**src/rtl/operand_entry_adder.sv**
```systemverilog
// Two-operand entry front end for the signed-sum display.
// Each debounced button press captures the switch value as operand A, then operand B,
// then shows the result. The 4-bit sum and the signed overflow flag are computed and
// registered on the operand B capture.
module operand_entry_adder #(
  parameter int unsigned DEBOUNCE_CYCLES = 500000,
  parameter int unsigned CNT_W           = 19
) (
  input  logic       clk,
  input  logic       rst,
  input  logic [3:0] sw,
  input  logic       key_n,
  output logic [3:0] input1,
  output logic [3:0] input2,
  output logic [3:0] sum,
  output logic       overflow,
  output logic [1:0] entry_state,
  output logic       sum_valid
);

  typedef enum logic [1:0] {
    StLoadA = 2'b00,
    StLoadB = 2'b01,
    StShow  = 2'b10
  } state_e;

  localparam logic [CNT_W-1:0] CntMax = CNT_W'(DEBOUNCE_CYCLES - 1);

  logic             sync1_q, sync2_q;
  logic             db_q, db_d;
  logic [CNT_W-1:0] cnt_q, cnt_d;
  logic             press_ev;

  state_e           state_q, state_d;
  logic [3:0]       in1_q, in1_d;
  logic [3:0]       in2_q, in2_d;
  logic [3:0]       sum_q, sum_d;
  logic             ovf_q, ovf_d;
  logic [3:0]       sum_next;

  // Two-flop synchronizer; idles at the released level.
  always_ff @(posedge clk) begin
    if (rst) begin
      sync1_q <= 1'b1;
      sync2_q <= 1'b1;
    end else begin
      sync1_q <= key_n;
      sync2_q <= sync1_q;
    end
  end

  // Debounce: accept a new level only after it has differed for DEBOUNCE_CYCLES cycles.
  always_comb begin
    db_d  = db_q;
    cnt_d = '0;
    if (sync2_q != db_q) begin
      if (cnt_q == CntMax) begin
        db_d = sync2_q;
      end else begin
        cnt_d = cnt_q + CNT_W'(1);
      end
    end
  end

  // Debounce state registers.
  always_ff @(posedge clk) begin
    if (rst) begin
      db_q  <= 1'b1;
      cnt_q <= '0;
    end else begin
      db_q  <= db_d;
      cnt_q <= cnt_d;
    end
  end

  // Press is the accepted 1->0 transition; the FSM acts on the same edge that updates db_q.
  assign press_ev = db_q & ~db_d;

  assign sum_next = in1_q + sw;

  // Entry FSM next-state and data capture.
  always_comb begin
    state_d = state_q;
    in1_d   = in1_q;
    in2_d   = in2_q;
    sum_d   = sum_q;
    ovf_d   = ovf_q;
    case (state_q)
      StLoadA: begin
        if (press_ev) begin
          in1_d   = sw;
          state_d = StLoadB;
        end
      end
      StLoadB: begin
        if (press_ev) begin
          in2_d   = sw;
          sum_d   = sum_next;
          ovf_d   = (in1_q[3] == sw[3]) && (sum_next[3] != in1_q[3]);
          state_d = StShow;
        end
      end
      StShow: begin
        if (press_ev) begin
          state_d = StLoadA;
        end
      end
      // Unused encoding recovers to LOAD_A.
      default: state_d = StLoadA;
    endcase
  end

  // FSM and data registers.
  always_ff @(posedge clk) begin
    if (rst) begin
      state_q <= StLoadA;
      in1_q   <= '0;
      in2_q   <= '0;
      sum_q   <= '0;
      ovf_q   <= 1'b0;
    end else begin
      state_q <= state_d;
      in1_q   <= in1_d;
      in2_q   <= in2_d;
      sum_q   <= sum_d;
      ovf_q   <= ovf_d;
    end
  end

  assign input1      = in1_q;
  assign input2      = in2_q;
  assign sum         = sum_q;
  assign overflow    = ovf_q;
  assign entry_state = state_q;
  assign sum_valid   = (state_q == StShow);

endmodule

```
**config.mk**
```make
export PLATFORM = sky130hd
export DESIGN_NAME = operand_entry_adder
export DESIGN_NICKNAME = d
export VERILOG_FILES = /design/src/rtl/operand_entry_adder.sv
export SDC_FILE = /design/constraint.sdc
export NUM_CORES = 1
export LEC_CHECK = 0
export BUFFER_PORTS_ARGS = -buffer_cell sky130_fd_sc_hd__buf_2
export CAP_MARGIN = 20
export CORE_ASPECT_RATIO = 0.9
export CORE_MARGIN = 4
export CORE_UTILIZATION = 40
export CTS_BUF_LIST = sky130_fd_sc_hd__clkbuf_2
export CTS_CLUSTER_SIZE = 20
export DETAILED_ROUTE_END_ITERATION = 8
export PLACE_DENSITY = 0.7
export SYNTH_ARGS = -nofsm -noshare
export SYNTH_HDL_FRONTEND = slang
export SYNTH_SLANG_ARGS = --single-unit
```
**constraint.sdc**
```tcl
create_clock -name clk -period 2.4 [get_ports clk]
set_input_delay 0.48 -clock clk [delete_from_list [all_inputs] [get_ports clk]]
set_output_delay 0.48 -clock clk [all_outputs]
set_load 0.1 [all_outputs]
```
==> impl_metrics.tcl <==
set metrics [dict create \
    status "complete, no violations" \
    vias 1474 \
    tns_ps 0 \
    worst_slack_ps 246 \
    yosys.cell_types.count 37 \
    yosys_warnings 0 \
    post_drt_wl_per_cell_um 13.6 \
    dpl.cell_count 262 \
    rsz0062_at_grt "false" \
    slowest_stage "or4_4" \
    synth_top_family_by_area "simple AND/OR/NAND/NOR gates" \
    drt_iter0_drc 75 \
    grt_first_pass_wirelength_um 6460 \
    coreArea_mm2 0.00413 \
    cp.buffers_inverters 0 \
    start_kind "register" \
    numCtsBuffers 5 \
    fp.dieArea_mm2 0.00544 \
    antenna_cells 0 \
    syn_area_mm2 0.00173 \
    crit_fanout 19 \
    grt_max_degree 21 \
    cts_tree "done" \
    crit_chain "or3b_4 -> or4_4 -> o21ai_4 -> nor2_1" \
    cts_sinks 37 \
    rows 22 \
    yosys.area_share.adder 0.0406 \
    irDropWorstVdd_mv 0.246 \
    critPathRequiredTime_ps 2660 \
    final_util 0.467 \
    clkTransAtPathRegs_ps 180 \
    setup_viol 0 \
    synth_nets 208 \
    slew-limit-headroom 0.650 \
    min_period_ps 2150 \
    maxCapViolCount 0 \
    route.antenna.remaining_nets 0 \
    syn_avg_cell_area_um2 8.82 \
    initial_core_util 0.418 \
    portBuffers 22 \
    io_pins 23 \
    clk_latency_ps 380 \
    dr.pass1.iters 4 \
    skew_ps 15.0 \
    yosys.area_share.simple 0.275 \
    crit_family "simple AND/OR/NAND/NOR gates" \
    first_global_vias 1476 \
    cts_setup_buffers 0 \
    antenna_found_initial 0 \
    gp_congestion 0.840 \
    seq_area_frac_synth 0.429 \
    tightest_slew_ps 524 \
    syn2layout_area_growth_pct 11.5 \
    synth_mux_area_frac 0.0116 \
    ys_seq_elements 37 \
    wirelength_um 3660 \
    final_cells 270 \
    cts_resized 0 \
    cp.arrival_ps 2420 \
    htree_levels 2 \
    clockBufferDepth 2 \
    hold_viol 0 \
    hold_path.class "input pin to register" \
    fmax_mhz 464 \
    hpwl_um 2600 \
    grt-ovfl-total 0 \
    end_kind "register" \
    leakage_nw 0.680 \
    max_stage_delay_ps 650 \
    postCtsHoldBufs 0 \
    vias_per_cell 5.46 \
    synth_cells 196 \
    total_power_w 0.000912 \
    drc_errors 0 \
    synth_compound_area_frac 0.143 \
    die_y_um 70.4 \
    die_w_um 77.3 \
    place_ws_ps 276 \
    power_per_cell_area_mw_per_mm2 473 \
    period_share 0.897 \
    finish.net_count 233 \
    track_usage 0.145 \
    cts_root_buf "clkbuf_2" \
    maxSlewViolCount 0 \
    drive_gt1_frac 0.180 \
    synth_xor_xnor_area_share 0.0659 \
    critPathKind "register to register" \
]
path summary, 6_finish.rpt:
check / from / endpoint / slack, ps / depth (start not counted)
worst max-delay path: cnt_q[11] / cnt_q[4] / 250 / 4
worst min-delay path: key_n / sync1_q / 260 / 2
worst max register to register: cnt_q[11] / cnt_q[4] / 250 / 4
worst min register to register: sync1_q / sync2_q / 440 / 1
worst reg2reg max path, delay by kind of cell, from the launching register on:
| kind | cells | cell delay (ps) |
|---|---|---|
| AND/OR/NAND/NOR | 3 | 1180 |
| AO/OA/AOI/OAI | 1 | 480 |
| flip-flops | 1 | 380 |
layer usage:
metal,vias to the layer above,track usage,wire length (µm)
met3,5,0.0399,157
met5,-,0,0
li1,756,-,-
met2,24,0.236,1650
met4,0,0.0534,40
met1,689,0.183,1810
logic make-up (layout without fill, tap and decap cells):
| family | after synthesis | after routing |
|---|---|---|
| muxes | 2 | 2 |
| buffers and inverters | 13 | 39 |
| and+or+nand+nor | 82 | 82 |
| adders and majority gates | 5 | 5 |
| AOI/OAI and AO/OA | 44 | 44 |
| DFF | 37 | 37 |
| xor gates and xnor gates | 13 | 13 |
registers in the layout, summed over array words and instances, names as in the netlist:
register,cells
cnt_q,19
input1,4
input2,4
sum,4
entry_state,2
db_q,1
overflow,1
sync1_q,1
sync2_q,1
through the flow:
stage               cell area [µm²]  hold WS (ps)
floorplan                      1740           389
global placement               1890           396
detailed placement             1890           405
CTS                            1930           247
global route                   1930           245
finish                         1930           257
final cells by class:
type / instances / area [µm²]
Fill cell: 423 / 2200
Sequential cell: 37 / 741
Clock buffer: 5 / 25.0
Clock inverter: 3 / 12.5
Timing Repair Buffer: 25 / 133
Tap cell: 48 / 60.1
Inverter: 6 / 22.5
Multi-Input combinational cell: 146 / 933
cell usage in the layout (no fill, tap or decap), types with 2 or more instances in the layout:
cell and instances:
inv_1 6, buf_2 22, nor4_1 2, and4_1 5, xor2_1 7, or3_1 7
nor3_1 3, nand2_1 5, clkinv_1 2, dfxtp_1 37, or4_4 2, or2_2 3
nor2_1 16, ha_1 4, and3_1 2, a21oi_1 21, buf_4 3, o21ai_0 17
nand4_1 5, o31ai_1 2, or4_1 3, nand2b_1 4, nand3b_1 2, clkbuf_2 5
nand3_1 18, xnor2_1 6, mux2i_1 2
cell usage after synthesis, drive strengths merged:
| cell type | n | share of area |
|---|---|---|
| inv | 6 | 0.013 |
| o21ai | 18 | 0.059 |
| mux2i | 2 | 0.012 |
| nor3 | 3 | 0.0087 |
| clkbuf | 4 | 0.0087 |
| dfxtp | 37 | 0.43 |
| nand4 | 5 | 0.018 |
| nor2b | 1 | 0.0036 |
| nand4bb | 1 | 0.0065 |
| nor4 | 2 | 0.0072 |
| xor2 | 7 | 0.035 |
| fa | 1 | 0.012 |
| xnor2 | 6 | 0.030 |
| a211oi | 1 | 0.0043 |
| a21oi | 21 | 0.061 |
| ha | 4 | 0.029 |
| o21ba | 1 | 0.0058 |
| and3 | 2 | 0.0072 |
| or4 | 5 | 0.026 |
| or2 | 3 | 0.011 |
| buf | 3 | 0.014 |
| and4 | 5 | 0.025 |
| nor4b | 1 | 0.0051 |
| nor2 | 16 | 0.035 |
| or3 | 7 | 0.025 |
| nand3 | 18 | 0.052 |
| and2 | 1 | 0.0036 |
| nand2b | 4 | 0.014 |
| nand2 | 5 | 0.011 |
| nand3b | 2 | 0.0087 |
| o211ai | 1 | 0.0043 |
| or3b | 1 | 0.0065 |
| o31ai | 2 | 0.0087 |
power by group:
part	internal, W	total (W)	switching (W)
Sequential	0.000617	0.000618	0.00000122
Combinational	0.00000996	0.0000263	0.0000163
Clock	0.0000638	0.000268	0.000204
No activity file was read; power rests on OpenSTA's default activity.
